File: config.mk
export PLATFORM = sky130hd
export DESIGN_NAME = sfx_player_flat
export DESIGN_NICKNAME = d
export VERILOG_FILES = /design/src/rtl/audio_pkg.sv /design/src/rtl/sfx_player_if.sv /design/src/rtl/sample_tick_gen.sv /design/src/rtl/sfx_player.sv /design/src/flat_wrapper.sv
export SDC_FILE = /design/constraint.sdc
export NUM_CORES = 1
export LEC_CHECK = 0
export ABC_AREA = 1
export BUFFER_PORTS_ARGS = -buffer_cell sky130_fd_sc_hd__buf_2
export CORE_MARGIN = 5
export CORE_UTILIZATION = 58
export CTS_CLUSTER_SIZE = 14
export DETAILED_ROUTE_END_ITERATION = 12
export PLACE_DENSITY_LB_ADDON = 0.2
export SLEW_MARGIN = 20
export SYNTH_ARGS = -nofsm -noshare
export SYNTH_HDL_FRONTEND = slang
export SYNTH_SLANG_ARGS = --single-unit
File: constraint.sdc
create_clock -name clk -period 2.4 [get_ports clk]
set_input_delay 0.36 -clock clk [delete_from_list [all_inputs] [get_ports clk]]
set_output_delay 0.36 -clock clk [all_outputs]
set_load 0.05 [all_outputs]
File: src/rtl/audio_pkg.sv
// Shared audio definitions: playback FSM states, default sample pacing and
// small elaboration-time helpers used by the sound-effect player.
package audio_pkg;

  typedef enum logic [2:0] {
    ST_IDLE  = 3'd0,
    ST_FETCH = 3'd1,
    ST_LATCH = 3'd2,
    ST_HOLD  = 3'd3,
    ST_PACE  = 3'd4
  } sfx_state_t;

  // 50 MHz system clock divided down to a 48 kHz sample period.
  localparam int SFX_SAMPLE_DIV_DEFAULT = 32'sd1042;
  localparam int SAMPLE_WIDTH           = 32'sd16;

  // Counter/address width that never collapses to zero bits for tiny sizes.
  function automatic int clog2_min1(input int n);
    return (n > 32'sd1) ? $clog2(n) : 32'sd1;
  endfunction

endpackage

File: src/rtl/sfx_player_if.sv
// ROM fetch port and sample stream between the player (master) and the
// ROM/audio sink side (slave).
interface sfx_player_if #(
  parameter int ADDR_WIDTH = 13
);

  logic [ADDR_WIDTH-1:0] rom_address;
  logic [15:0]           rom_data;
  logic [15:0]           sample_data;
  logic                  sample_valid;
  logic                  sample_ready;

  modport master (
    output rom_address,
    output sample_data,
    output sample_valid,
    input  rom_data,
    input  sample_ready
  );

  modport slave (
    input  rom_address,
    input  sample_data,
    input  sample_valid,
    output rom_data,
    output sample_ready
  );

endinterface

File: src/rtl/sample_tick_gen.sv
// Free-running modulo-SAMPLE_DIV pacing counter; tick marks the last count
// of each sample period and the count restarts from zero on clear.
module sample_tick_gen
  import audio_pkg::*;
#(
  parameter int SAMPLE_DIV = SFX_SAMPLE_DIV_DEFAULT
) (
  input  logic clk,
  input  logic reset_n,
  input  logic clear,
  output logic tick
);

  localparam int            CW       = clog2_min1(SAMPLE_DIV);
  localparam logic [CW-1:0] CNT_LAST = CW'(SAMPLE_DIV - 32'sd1);
  localparam logic [CW-1:0] CNT_ONE  = CW'(32'sd1);

  logic [CW-1:0] cnt_r;
  logic [CW-1:0] cnt_next_s;
  logic          tick_r;

  // Next count: clear wins, otherwise wrap at the end of the period.
  always_comb begin
    cnt_next_s = cnt_r;
    if (clear) begin
      cnt_next_s = '0;
    end else if (cnt_r == CNT_LAST) begin
      cnt_next_s = '0;
    end else begin
      cnt_next_s = cnt_r + CNT_ONE;
    end
  end

  // Count register; tick is registered from the next count so it lines up
  // with the cycle in which the count equals CNT_LAST.
  always_ff @(posedge clk or negedge reset_n) begin
    if (!reset_n) begin
      cnt_r  <= '0;
      tick_r <= 1'b0;
    end else begin
      cnt_r  <= cnt_next_s;
      tick_r <= (cnt_next_s == CNT_LAST);
    end
  end

  assign tick = tick_r;

endmodule

File: src/rtl/sfx_player.sv
// Sound-effect player: walks an external synchronous ROM from sample 0 to
// DEPTH-1 and streams each sample over a valid/ready handshake at a paced rate.
module sfx_player
  import audio_pkg::*;
#(
  parameter int DEPTH      = 5000,
  parameter int ADDR_WIDTH = clog2_min1(DEPTH),
  parameter int SAMPLE_DIV = SFX_SAMPLE_DIV_DEFAULT
) (
  input  logic          clk,
  input  logic          reset_n,
  input  logic          trigger,
  sfx_player_if.master  bus,
  output logic          busy,
  output logic          done
);

  localparam logic [ADDR_WIDTH-1:0] LAST_ADDR = ADDR_WIDTH'(DEPTH - 32'sd1);
  localparam logic [ADDR_WIDTH-1:0] ADDR_ONE  = ADDR_WIDTH'(32'sd1);

  sfx_state_t            state_r;
  sfx_state_t            state_next_s;
  logic [ADDR_WIDTH-1:0] addr_r;
  logic [15:0]           data_r;
  logic                  valid_r;
  logic                  busy_r;
  logic                  done_r;
  logic                  pend_r;
  logic                  pend_next_s;
  logic                  restart_s;
  logic                  accept_s;
  logic                  last_s;
  logic                  tick_s;

  sample_tick_gen #(
    .SAMPLE_DIV (SAMPLE_DIV)
  ) u_tick (
    .clk     (clk),
    .reset_n (reset_n),
    .clear   (restart_s),
    .tick    (tick_s)
  );

  assign last_s = (addr_r == LAST_ADDR);

  // Next-state decode; a trigger restarts from any state, even on the
  // edge that would otherwise finish playback.
  always_comb begin
    state_next_s = state_r;
    restart_s    = 1'b0;
    accept_s     = 1'b0;
    if (trigger) begin
      state_next_s = ST_FETCH;
      restart_s    = 1'b1;
    end else begin
      case (state_r)
        ST_IDLE:  state_next_s = ST_IDLE;
        ST_FETCH: state_next_s = ST_LATCH;
        ST_LATCH: state_next_s = ST_HOLD;
        ST_HOLD: begin
          if (bus.sample_ready) begin
            accept_s     = 1'b1;
            state_next_s = last_s ? ST_IDLE : ST_PACE;
          end else begin
            state_next_s = ST_HOLD;
          end
        end
        ST_PACE: begin
          if (tick_s || pend_r) begin
            state_next_s = ST_FETCH;
          end else begin
            state_next_s = ST_PACE;
          end
        end
        default:  state_next_s = ST_IDLE;
      endcase
    end
  end

  // Remember at most one sample period that elapsed while a fetch or a
  // stalled sample was in flight, so the sink's stall does not skip a slot.
  always_comb begin
    pend_next_s = pend_r;
    if (restart_s || (state_next_s == ST_FETCH) || (state_next_s == ST_IDLE)) begin
      pend_next_s = 1'b0;
    end else if (tick_s && ((state_r == ST_FETCH) || (state_r == ST_LATCH) ||
                            (state_r == ST_HOLD))) begin
      pend_next_s = 1'b1;
    end else begin
      pend_next_s = pend_r;
    end
  end

  // State register and busy flag, both reflecting the state being entered.
  always_ff @(posedge clk or negedge reset_n) begin
    if (!reset_n) begin
      state_r <= ST_IDLE;
      busy_r  <= 1'b0;
    end else begin
      state_r <= state_next_s;
      busy_r  <= (state_next_s != ST_IDLE);
    end
  end

  // Address, sample register, handshake and completion pulse.
  always_ff @(posedge clk or negedge reset_n) begin
    if (!reset_n) begin
      addr_r  <= '0;
      data_r  <= 16'h0000;
      valid_r <= 1'b0;
      done_r  <= 1'b0;
      pend_r  <= 1'b0;
    end else begin
      pend_r <= pend_next_s;
      if (restart_s) begin
        addr_r  <= '0;
        valid_r <= 1'b0;
        done_r  <= 1'b0;
      end else if (accept_s) begin
        valid_r <= 1'b0;
        if (last_s) begin
          addr_r <= '0;
          done_r <= 1'b1;
        end else begin
          addr_r <= addr_r + ADDR_ONE;
          done_r <= 1'b0;
        end
      end else if (state_r == ST_LATCH) begin
        data_r  <= bus.rom_data;
        valid_r <= 1'b1;
        done_r  <= 1'b0;
      end else begin
        done_r <= 1'b0;
      end
    end
  end

  assign bus.rom_address  = addr_r;
  assign bus.sample_data  = data_r;
  assign bus.sample_valid = valid_r;
  assign busy             = busy_r;
  assign done             = done_r;

endmodule
File: src/flat_wrapper.sv
// flat-port wrapper written by rule: the top's interface ports become plain ports
module sfx_player_flat import audio_pkg::*;
#(
  parameter int DEPTH      = 5000,
  parameter int ADDR_WIDTH = clog2_min1(DEPTH),
  parameter int SAMPLE_DIV = SFX_SAMPLE_DIV_DEFAULT
)
  (clk, reset_n, trigger, busy, done, bus_rom_address, bus_sample_data, bus_sample_valid, bus_rom_data, bus_sample_ready);
  sfx_player_if #(.ADDR_WIDTH(ADDR_WIDTH)) bus_i ();
  input  logic clk;
  input  logic reset_n;
  input  logic trigger;
  output logic busy;
  output logic done;
  output wire logic [$bits(bus_i.rom_address)-1:0] bus_rom_address;
  output wire logic [$bits(bus_i.sample_data)-1:0] bus_sample_data;
  output wire logic [$bits(bus_i.sample_valid)-1:0] bus_sample_valid;
  input wire logic [$bits(bus_i.rom_data)-1:0] bus_rom_data;
  input wire logic [$bits(bus_i.sample_ready)-1:0] bus_sample_ready;
  assign bus_rom_address = bus_i.rom_address;
  assign bus_sample_data = bus_i.sample_data;
  assign bus_sample_valid = bus_i.sample_valid;
  assign bus_i.rom_data = bus_rom_data;
  assign bus_i.sample_ready = bus_sample_ready;
  sfx_player #(.DEPTH(DEPTH), .ADDR_WIDTH(ADDR_WIDTH), .SAMPLE_DIV(SAMPLE_DIV)) u_core (.clk(clk), .reset_n(reset_n), .trigger(trigger), .bus(bus_i), .busy(busy), .done(done));
endmodule
Word level (Yosys, flattened, before mapping)
Cells that the tools add are included.
Storage, ports and cells
  bits in registers: 48
  input port bits: 20
  output and inout port bits: 32
Cells by class
  multiplexer cells: 22
  add/sub/neg operators: 2
  equality and inequality tests: 8
  reductions and logical operators: 12
  bitwise operators: 2
Operators by type and width (number)
  13-bit two-way mux: 3
  11-bit equality test (second input constant): 2
  11-bit two-way mux: 2
  13-bit by 1-bit adder with 13-bit output (second input constant): 1
  13-bit equality test (second input constant): 1
  1-bit two-way mux: 12
  3-bit two-way mux: 4
  3-bit one-hot mux with 4 select lines: 1
  11-bit by 1-bit adder with 11-bit output (second input constant): 1
  3-bit by 1-bit equality test with 1-bit output (second input constant): 2
  3-bit by 2-bit equality test with 1-bit output (second input constant): 2
  3-bit nonzero test: 2
  1-bit logical OR: 5
  2-bit nonzero test: 2
  3-bit equality test (second input constant): 1
  3-bit logical NOT: 1
  3-bit AND reduction: 1
  1-bit inverter: 2
  1-bit logical AND: 1

Logic depth before layout (Yosys ltp)
Gate-level depths: netlist of run 1.
  word-level depth: 9
  mapped depth: 10

Hierarchy
Synthesis of run 1 repeated with hierarchy kept, for this count alone.
Unflattened totals
  cell total of the unflattened synthesis: 336
  area total of the unflattened synthesis: 2591.2 um2
Modules (own cells, without submodules)
  sfx_player: area an instance 1804.2 um2, sequential area each 900.9 um2, times used 1, cells an instance 231
  sample_tick_gen: area an instance 787.0 um2, sequential area each 300.3 um2, times used 1, cells an instance 105

Least setup slack after synthesis of run 1
No wires, ideal clock.
  path type: flip-flop to flip-flop
  start: register u_core.addr_r[0], in the netlist u_core.bus.rom_address[0]
  end: register u_core.addr_r[0], in the netlist u_core.bus.rom_address[0]
  slack: 627 ps
  arrival time: 1624 ps
  clock period less this slack: 1773 ps
  buffers on the path: 1
  stages on the path, launching flop included: 8
  cells stage by stage: dfrtp_1 ha_1 nand2_1 nor2_1 nand3_1 nand2_1 buf_2 o21ai_0
Between the ends
  cells in the longest elaborated chain, start to end: 4
  elaborated cells on any way between the ends: 5
  those cells by class: add/sub: 1; eq/ne: 1; mux: 3
Ends and longest elaborated chain
  start: declaration: line sfx_player.sv:23  | logic [ADDR_WIDTH-1:0] addr_r;
  start signal: assignment: line sfx_player.sv:125  | addr_r <= addr_r + ADDR_ONE;
  13-bit by 1-bit adder with 13-bit output or 13-bit equality test (tied branches): line sfx_player.sv:125, sfx_player.sv:44
  13-bit two-way mux (*): line sfx_player.sv:121  | if (last_s) begin
  13-bit two-way mux (*): line sfx_player.sv:119  | end else if (accept_s) begin
  13-bit two-way mux (*): line sfx_player.sv:115  | if (restart_s) begin
Mark *: on every way between the ends. The rest lies on a longest branch, timed or not. The select of a mux whose other input is x is not followed.
A chain may end at the register's enable or synchronous reset.

Final worst setup path of run 1
  start: register u_core.addr_r[0], in the netlist u_core.bus.rom_address[0]
  end: register u_core.addr_r[7], in the netlist u_core.bus.rom_address[7]
The elaborated chain is that of the path after synthesis.

==> summary.md, run 1 <==
| Metric | Value |
|---|---|
| Setup_tns | `0 ns` |
| Setup violation total in the final timing report | `0` |
| Top-count cell post-synth | `nand2_1` |
| Hold Fails Final Rpt | `0` |
| Initial antenna violation count | `0` |
| Antenna fix cells | `0` |
| # IOs | `52` |
| Num CTS Buffers | `5` |
| Status | `completed` |
| Cell leakage power | `1.45 nW` |
| Global-route wire length before repair | `between 8 and 9 mm` |
| Detailed Place HPWL | `slightly below 4 mm` |
| Final worst path period need | `about 1.7 ns` |
| Placeable Area | `between 0.004 and 0.005 sq mm` |
| Seq/Total Area, Yosys | `0.495` |
| Top cells by area, synth | `dfrtp_1 (49%), nand2_1 (8.7%), inv_1 (5.3%)` |
| DR WL/cell | `around 13 um` |
| Die Y | `74.7 um` |
| Max-cap violation count | `0` |
| R2R depth | `8` |
| Worst-case clock skew | `0.00740 ns` |
| Vias per cell | `5.16` |
| DIE WIDTH | `74.7 um` |
| DRC viols | `0` |
| Starting Density | `0.603` |
| Skew-Pair Late Insertion Delay | `0.30 ns` |
| Crit Reg-Reg Startpoint | `u_core.bus.rom_address[0]` |
| Rows | `23` |
| RSZ-0062 raised after global routing | `no` |
| CP arrival | `1.89 ns` |
| Worst path max stage delay | `around 0.44 ns` |
| Post-CTS Resized | `0` |
| Vias in the first global route | `1,954` |
| Clock slew seen by the registers of the worst setup and hold paths | `about 0.09 ns` |
| DRT iter0 DRCs | `180` |
| Cells after synthesis | `270` |
| Final nets | `349` |
| Crit-path most repeated cell | `nand2_1` |
| DRT Pass-1 Iters | `4` |
| Worst hold path type | `in2async` |
| Placed insts | `about 370` |
| Fin. max-slew vios | `0` |
| Hold Buf Count CTS | `0` |
| Sequence of cells on the critical path | `ha_1, nand2_1, nor2_1, nand3_1, nand2_1, inv_1, nand3_1, nand2_1` |
| Fillcell total | `between 300 and 400` |
| CTS max path bufs | `2` |
| Yosys top cell area share | `0.495` |
| Die area | `between 0.005 and 0.006 sq mm` |
| GRT Total Usage | `0.201` |
| DR vias | `just under 2,000` |
| Yosys Warn Count | `0` |
| Fin crit share | `0.702` |
| Slew of the pin with the lowest slew margin | `0.557 ns` |
| Post-CTS setup buffers | `0` |
| Critical path's slowest cell | `dfrtp_1` |
| Finished Cell Area | `0.00285 sq mm` |
| Final GP Congestion | `0.965` |
| Clk sinks | `48` |
| Most used flip-flop cell after synthesis | `dfrtp_1` |
| Syn nets | `293` |
| Rel. slew slack | `0.629` |
| R2r setup slk | `0.71 ns` |
| Data required, critical path | `roughly 2.6 ns` |
| Count of non-filler cells in the finished layout | `377` |
| Synth area leader | `dfrtp_1` |
| Area grow syn2layout | `17.5%` |
| VDD IR max | `between 500 and 600 uV` |
| Synth Cell Area | `0.00243 sq mm` |
| Top cells by count, synth | `nand2_1 (56), dfrtp_1 (48), inv_1 (34)` |
| Crit-path max FO | `12` |
| Fmax | `593 MHz` |
| Final ANT Viol Nets | `0` |
| Post-synthesis average cell area | `8.99 sq um` |
| TritonCTS clock tree | `done` |
| Post-synth EDFFs | `0` |
| Layout cells sized above 1 | `0.257` |
| Crit start category | `flop` |
| Synth unique cells | `30` |
| GRT overflow | `0` |
| IO buf count | `51` |
| Pwr dens | `just under 800 mW/mm^2` |
| Pin count of the biggest net entering global routing | `27` |
| CTS root buf | `clkbuf_8` |
| Synth async-reset ratio | `1.00` |
| Placed inst area | `approximately 0.0027 sq mm` |
| Drt total wl | `4.99 mm` |
| Crit path kind | `reg2reg` |
| Synthesis-stage register bit count | `48` |
| Critical R2R Capture | `u_core.bus.rom_address[7]` |
| Worst setup EP type | `flop` |
| Number of H-tree levels | `2` |
registers in the layout, summed over array words and instances, names as in the netlist:
name	count
u_core.bus.sample_data	16
u_core.bus.sample_valid	1
u_core.pend_r	1
u_core.done	1
u_core.u_tick.tick	1
u_core.state_r	3
u_core.bus.rom_address	13
u_core.busy	1
u_core.u_tick.cnt_r	11
routing by layer:
layer / vias to the layer above / share of wire / track usage
met1: 900 / 0.45 / 0.272
met3: 10 / 0.078 / 0.0561
li1: 976 / - / -
met5: - / 0 / 0
met4: 0 / 0.016 / 0.0672
met2: 61 / 0.45 / 0.314
final cells by class:
cell class	count	area, sq um	share of cell area
clock buffers	6	72.6	0.0254
multi-input cells	182	1060	0.371
inverters	36	140	0.0491
flip-flops and latches	48	1200	0.421
repair buffers	53	283	0.0991
well taps	50	62.6	0.0219
clock inverters	2	35.0	0.0123
cell families (layout without fill, tap and decap cells):
group,Yosys count,after routing,share of synthesized area
AOI/OAI and AO/OA,19,19,0.0438
xor gates and xnor gates,12,12,0.0433
adders and majority gates,3,3,0.0155
buffers and inverters,40,97,0.0696
DFF,48,48,0.495
muxes,16,16,0.0742
and+or+nand+nor,132,132,0.259
per-stage QoR:
| stage | power, mW | hold WS [ns] | setup slack [ns] | utilization |
|---|---|---|---|---|
| 3_3_place_gp | 1.64 | 0.375 | 0.813 | 0.681 |
| 5_1_grt | 2.33 | 0.0806 | 0.566 | 0.708 |
| 2_1_floorplan | 1.49 | 0.0644 | 0.627 | - |
| 4_1_cts | 2.24 | 0.0523 | 0.724 | 0.708 |
| 6_report | 2.21 | 0.0377 | 0.715 | 0.708 |
| 3_5_place_dp | 1.67 | 0.382 | 0.737 | 0.681 |
critical path, delay by kind of cell, from the launching register on:
kind          cells  cell delay [ns]
simple gates      6             0.77
flops             1             0.44
fa+ha+maj         1             0.27
buf+inv           1             0.10
power breakdown:
group,internal [mW],leakage [nW],switching [mW]
clock,0.309,0.0552,0.262
combinational,0.165,0.765,0.505
sequential,0.916,0.628,0.0559
total,1.39,1.45,0.822
worst max path at each step:
stage / from / cells past startpoint / endpoint
after floorplan: u_core.bus.rom_address[0] / 7 / u_core.bus.rom_address[0]
after global placement: u_core.bus.rom_address[0] / 8 / u_core.bus.rom_address[7]
after detailed placement: u_core.bus.rom_address[0] / 8 / u_core.bus.rom_address[7]
after CTS: u_core.bus.rom_address[0] / 8 / u_core.bus.rom_address[7]
after global routing: u_core.bus.rom_address[0] / 8 / u_core.bus.rom_address[7]
final: u_core.bus.rom_address[0] / 8 / u_core.bus.rom_address[7]
cell usage in the layout (no fill, tap or decap), types with 7 or more instances in the layout:
cell type   n
buf_2      51
dfrtp_1    48
inv_1      34
mux2_1      9
mux2_2      7
nand2_1    56
nand3_1    18
nand4_1     7
nor2_1     30
o21ai_0     7
xor2_1     11
(Power assumes the default switching activity.)
==> run 2, diff against run 1 <==
--- a/config.mk
+++ b/config.mk
@@ -5,10 +5,10 @@
 export SDC_FILE = /design/constraint.sdc
 export NUM_CORES = 1
 export LEC_CHECK = 0
-export ABC_AREA = 1
+export ABC_AREA = 0
 export BUFFER_PORTS_ARGS = -buffer_cell sky130_fd_sc_hd__buf_2
 export CORE_MARGIN = 5
-export CORE_UTILIZATION = 58
+export CORE_UTILIZATION = 48
 export CTS_CLUSTER_SIZE = 14
 export DETAILED_ROUTE_END_ITERATION = 12
 export PLACE_DENSITY_LB_ADDON = 0.2
==> constraint.sdc (replaced) <==
create_clock -name clk -period 1.5 [get_ports clk]
set_input_delay 0.225 -clock clk [delete_from_list [all_inputs] [get_ports clk]]
set_output_delay 0.225 -clock clk [all_outputs]
set_load 0.05 [all_outputs]
==> summary.md, run 2 <==
| Metric | Value |
|---|---|
| Status | `finished, violations left` |
| Failing checks | `negative setup slack` |
| Pin count of the biggest net entering global routing | `49` |
| Detailed Place HPWL | `~3.7 mm` |
| Worst hold start | `bus_rom_data[15]` |
| Post-route setup slack | `-0.636 ns` |
| DRC viols | `0` |
| Top-count cell post-synth | `dfrtp_1` |
| Final GP Congestion | `0.848` |
| Top cells by area, synth | `dfrtp_1 (55%), mux2_2 (8.2%), nor2_1 (3.4%)` |
| Seq/Total Area, Yosys | `0.546` |
| Vias per cell | `5.51` |
| Rel. slew slack | `0.814` |
| Drt total wl | `7.07 mm` |
| Slew of the pin with the lowest slew margin | `0.277 ns` |
| Setup_tns | `-4.54 ns` |
| Initial antenna violation count | `0` |
| Yosys Warn Count | `0` |
| Crit. Startpoint | `u_core.u_tick.cnt_r[0]` |
| Skew-Pair Late Insertion Delay | `0.32 ns` |
| Final nets | `~350` |
| Post-synthesis mux area share | `0.0819` |
| Top cells by count, synth | `dfrtp_1 (48), nor2_1 (20), mux2_2 (16)` |
| DIE WIDTH | `slightly below 80 um` |
| VDD IR max | `966 uV` |
| Max-cap violation count | `0` |
| Worst path top cell family by delay | `simple AND/OR/NAND/NOR gates` |
| Fin. max-slew vios | `0` |
| Cells after synthesis | `around 200` |
| Compound-gate portion of the synthesized area | `0.0768` |
| # IOs | `between 50 and 60` |
| GRT overflow | `0` |
| Count of buffer and inverter cells on the critical path | `1` |
| Number of flip-flops in the largest register | `16` |
| Synthesis-stage register bit count | `48` |
| Worst setup EP type | `flop` |
| CTS max path bufs | `2` |
| Hold Fails Final Rpt | `0` |
| Vias in the first global route | `2,149` |
| Hold slack final | `0.131 ns` |
| DRT iter0 DRCs | `between 100 and 150` |
| Critical path's slowest cell | `or4b_4` |
| Data required, critical path | `1.72 ns` |
| Sequence of cells on the critical path | `buf_6, ha_1, or4b_1, or4b_4, nor4b_4` |
| WL met1 | `2.71 mm` |
| Post-synthesis average cell area | `11.1 sq um` |
| Largest family of logic cells by synthesized area | `simple AND/OR/NAND/NOR gates` |
| DR WL/cell | `18.8 um` |
| Crit-path max FO | `5` |
| TritonCTS clock tree | `done` |
| Die area | `between 0.006 and 0.007 sq mm` |
| Worst-case clock skew | `0.0149 ns` |
| Num CTS Buffers | `5` |
| Routed wl met3 | `400 um` |
| Crit start category | `flop` |
| Setup violation total in the final timing report | `36` |
| Most common cell after layout, fill and taps aside | `buf_2` |
| DR vias | `2,076` |
| WL met2 | `between 3 and 4 mm` |
| Most frequent cells in the layout | `buf_2 (51), buf_4 (50), dfrtp_1 (45), mux2_4 (16), buf_6 (13)` |
| Worst path max stage delay | `around 0.51 ns` |
| Most used flip-flop cell after synthesis | `dfrtp_1` |
| Starting Density | `0.498` |
| Adder-cell share of the synthesized area | `0.0171` |
| Crit Reg-Reg Startpoint | `u_core.u_tick.cnt_r[0]` |
| Synth Cell Area | `about 0.0022 sq mm` |
| Number of H-tree levels | `2` |
| Rows | `24` |
| Die Y | `just under 80 um` |
| GRT Total Usage | `0.218` |
| Final worst path period need | `2.14 ns` |
| Total power | `4.14 mW` |
| Syn nets | `222` |
| Pwr dens | `1150 mW/mm^2` |
| Worst hold path type | `in2reg` |
| Final ANT Viol Nets | `0` |
| Top layer in use | `met4` |
| Cell leakage power | `~1.8 nW` |
| Post-synth EDFFs | `0` |
| Synth area leader | `dfrtp_1` |
| IO buf count | `51` |
| Fillcell total | `~230` |
| DRT Pass-1 Iters | `4` |
| Area grow syn2layout | `63.4%` |
| Synth Area in Simple Gates | `0.214` |
| R2r setup slk | `-0.64 ns` |
| RSZ-0062 raised after global routing | `yes` |
| Global-route wire length before repair | `10.5 mm` |
| Synth async-reset ratio | `1.00` |
| Synth Area in XOR/XNOR | `0.0478` |
| Yosys top cell area share | `0.546` |
| Placeable Area | `0.00441 sq mm` |
| Antenna fix cells | `0` |
| Clk sinks | `48` |
| Fin crit share | `1.42` |
| CTS root buf | `clkbuf_8` |
| Clock slew seen by the registers of the worst setup and hold paths | `0.10 ns` |
| Synth unique cells | `37` |
| Fmax | `468 MHz` |
| Layout cells sized above 1 | `0.612` |
| CP arrival | `2.35 ns` |
| Setup WS pre-CTS | `-0.601 ns` |
| Crit path kind | `reg2reg` |
-- run 2: timing repair --
action,CTS,global route
hold endpoints to repair,48,0
gates cloned,4,0
endpoints found under the setup margin,34,43
buffers inserted,11,15
hold buffers,1,0
gates resized for setup,43,46
pin swaps,25,18
-- run 2: per-stage QoR --
step	instance area, sq um	utilization	instances
after floorplan	2280	-	199
after global placement	2960	0.670	343
after detailed placement	2960	0.670	343
after CTS	3390	0.769	367
after global routing	3590	0.814	377
final	3590	0.814	377
-- run 2: final cells by class --
| cell class | instances | area, sq um | share of cell area |
|---|---|---|---|
| Tap cell | 52 | 65.1 | 0.0181 |
| Sequential cell | 48 | 1200 | 0.335 |
| Inverter | 5 | 18.8 | 0.00522 |
| Multi-Input combinational cell | 142 | 1260 | 0.352 |
| Clock buffer | 6 | 72.6 | 0.0202 |
| Clock inverter | 2 | 35.0 | 0.00975 |
| Timing Repair Buffer | 122 | 932 | 0.259 |
-- run 2: report_power, final --
| group | internal (mW) | switching (mW) |
|---|---|---|
| Sequential | 1.50 | 0.122 |
| Clock | 0.496 | 0.468 |
| Combinational | 0.552 | 1.01 |
| Total | 2.55 | 1.59 |
-- run 2: metal layers --
metal	vias to the layer above	global-route usage
met5	-	0
met2	81	0.381
met4	0	0.0687
met1	1027	0.269
met3	18	0.0451
li1	950	-
-- run 2: worst paths after layout --
check,to,cells after the start
setup / recovery,u_core.u_tick.tick,5
hold / removal,u_core.bus.sample_data[15],2
setup reg to reg,u_core.u_tick.tick,5
hold reg to reg,u_core.bus.sample_valid,1
max in group asynchronous,u_core.bus.rom_address[7],3
min in group asynchronous,u_core.bus.sample_data[15],3
-- run 2: kinds of logic (layout without fill, tap and decap cells) --
kind of cell	count (synthesis)	count (layout)
adders and majority gates	3	3
buffers and inverters	9	135
AOI/OAI and AO/OA	27	27
DFF	48	48
xor gates and xnor gates	12	12
and+or+nand+nor	84	84
muxes	16	16
-- run 2: worst reg2reg max path: cells and delay by family (launching register included) --
kind	cells	cell delay, ns
simple gates	3	1.17
flops	1	0.42
fa+ha+maj	1	0.31
buf+inv	1	0.14
==> run 3, diff against run 2 <==
--- a/config.mk
+++ b/config.mk
@@ -8,9 +8,12 @@
 export ABC_AREA = 0
 export BUFFER_PORTS_ARGS = -buffer_cell sky130_fd_sc_hd__buf_2
 export CORE_MARGIN = 5
-export CORE_UTILIZATION = 48
+export CORE_UTILIZATION = 50
+export CTS_BUF_LIST = sky130_fd_sc_hd__clkbuf_8
 export CTS_CLUSTER_SIZE = 14
 export DETAILED_ROUTE_END_ITERATION = 12
+export GPL_TIMING_DRIVEN = 0
+export MAX_ROUTING_LAYER = met4
 export PLACE_DENSITY_LB_ADDON = 0.2
 export SLEW_MARGIN = 20
 export SYNTH_ARGS = -nofsm -noshare
==> summary.md, run 3 (same netlist as run 2, synthesis figures left out) <==
| Metric | Value |
|---|---|
| Met3 Use GR | `0.0461` |
| GR peak layer | `met2` |
| Skew-Pair Late Insertion Delay | `0.30 ns` |
| Starting Density | `0.509` |
| Antenna fix cells | `0` |
| Final Util | `0.683` |
| Clk sinks | `48` |
| Number of flip-flops in the largest register | `16` |
| Rel. slew slack | `0.438` |
| Hold Fails Final Rpt | `0` |
| Data required, critical path | `1.72 ns` |
| Area grow syn2layout | `34.2%` |
| Initial antenna violation count | `0` |
| Drt total wl | `4.69 mm` |
| VDD IR max | `between 1000 and 1500 uV` |
| Max-cap violation count | `0` |
| IO buf count | `50` |
| Detailed Place HPWL | `~3.3 mm` |
| Final worst path period need | `between 2 and 2.5 ns` |
| Pwr dens | `1290 mW/mm^2` |
| Status | `finished, violations left` |
| Fin crit share | `1.42` |
| DRC viols | `0` |
| Count of non-filler cells in the finished layout | `324` |
| Layout cells sized above 1 | `0.467` |
| GR Util met1 | `0.200` |
| Setup_tns | `-10.12 ns` |
| # IOs | `52` |
| Placed insts | `between 300 and 400` |
| Finished Cell Area | `0.00295 sq mm` |
| Slew of the pin with the lowest slew margin | `0.841 ns` |
| Number of H-tree levels | `2` |
| Cell leakage power | `approximately 1.4 nW` |
| DRT iter0 DRCs | `73` |
| Die Y | `approximately 76 um` |
| Pin count of the biggest net entering global routing | `between 40 and 50` |
| Global-route wire length before repair | `8.29 mm` |
| Worst path max stage delay | `0.51 ns` |
| Failing checks | `negative setup slack` |
| Final ANT Viol Nets | `0` |
| Critical path's slowest cell | `or4b_1` |
| Sequence of cells on the critical path | `ha_4, xnor2_2, nand2_1, or4b_1, or4b_4, nor4b_4` |
| Vias in the first global route | `roughly 1,700` |
| Fin. max-slew vios | `0` |
| DRT Pass-1 Iters | `4` |
| Worst setup EP type | `flop` |
| Placed inst area | `about 0.0026 sq mm` |
| Most frequent cells in the layout | `buf_2 (50), dfrtp_1 (45), mux2_2 (16), nor2_1 (15), nand2_1 (15)` |
| Crit path kind | `reg2reg` |
| Final nets | `294` |
| Worst-case clock skew | `0.00842 ns` |
| Worst hold path type | `in2reg` |
| GRT Total Usage | `0.180` |
| Vias per cell | `5.40` |
| DIE WIDTH | `approximately 76 um` |
| CTS root buf | `clkbuf_8` |
| Crit start category | `flop` |
| GRT overflow | `0` |
| TritonCTS clock tree | `done` |
| Post-route setup slack | `-0.637 ns` |
| Final GP Congestion | `about 0.80` |
| DR WL/cell | `14.5 um` |
| CP arrival | `2.36 ns` |
| RSZ-0062 raised after global routing | `yes` |
| DR vias | `1,751` |
| Die area | `0.00583 sq mm` |
| Most common cell after layout, fill and taps aside | `buf_2` |
| Setup violation total in the final timing report | `40` |
| Hold slack final | `0.149 ns` |
| Met2 Use GR | `0.309` |
| Crit-path max FO | `3` |
| Fmax | `468 MHz` |
| CTS max path bufs | `2` |
| Rows | `24` |
| Num CTS Buffers | `5` |
| Placeable Area | `0.00432 sq mm` |
| Clock slew seen by the registers of the worst setup and hold paths | `0.09 ns` |
-- run 3: changes by cell type in the layout (fill, tap and decap cells not counted), moves of 2 or more --
cell     before  now
buf_4        50   13
nand2_1      12   15
mux2_4       16    0
and4_4        2    0
buf_6        13    2
mux2_2        0   16
o21ai_2      10    4
nor2_1       11   15
buf_16        2    0
nand2_2       2    0
o21ai_0       1    6
buf_12        3    0
nor2_2        8    4
-- run 3: area by class of cell --
class / instances / area (sq um)
Buffer: 4 / 48.8
Clock buffer: 5 / 68.8
Clock inverter: 3 / 42.5
Fill cell: 338 / 1370
Inverter: 5 / 18.8
Multi-Input combinational cell: 142 / 1130
Sequential cell: 48 / 1200
Tap cell: 52 / 65.1
Timing Repair Buffer: 65 / 375
-- run 3: final timing paths --
check / startpoint / end / slack (ns) / cells after the start
hold reg to reg: u_core.bus.sample_valid / u_core.bus.sample_valid / 0.50 / 1
setup / recovery: u_core.u_tick.cnt_r[0] / u_core.u_tick.tick / -0.64 / 6
hold / removal: bus_rom_data[12] / u_core.bus.sample_data[12] / 0.15 / 2
max in group asynchronous: reset_n / u_core.u_tick.cnt_r[0] / 0.60 / 2
setup reg to reg: u_core.u_tick.cnt_r[0] / u_core.u_tick.tick / -0.64 / 6
min in group asynchronous: reset_n / u_core.state_r[0] / 0.45 / 2
-- run 3: what timing repair did --
item	in CTS	in global routing
resized for setup	17	15
hold endpoints to repair	0	48
pin swaps	4	9
setup endpoints to repair	43	43
cloned	0	0
buffers inserted	8	6
hold buffers	0	1
-- run 3: where the power goes --
part	leakage (nW)	internal (mW)	switching [mW]
clock network	0.0541	0.493	0.436
logic	0.762	0.361	0.934
registers	0.623	1.50	0.0995
-- run 3: layer usage --
metal / routed length (um) / vias to the layer above
met2: 2540 / 33
met1: 1890 / 862
met3: 184 / 8
met5: 0 / -
li1: - / 848
met4: 82 / 0
-- run 3: critical path, delay by kind of cell, from the launching register on --
| family | cells | cell delay, ns |
|---|---|---|
| xor+xnor | 1 | 0.14 |
| fa+ha+maj | 1 | 0.17 |
| flops | 1 | 0.43 |
| simple gates | 4 | 1.31 |
-- run 3: through the flow --
stage	total power [mW]	setup slack [ns]
floorplan	2.57	-0.562
global placement	2.86	-0.677
detailed placement	2.88	-0.710
CTS	3.84	-0.651
global route	4.01	-0.714
finish	3.82	-0.637
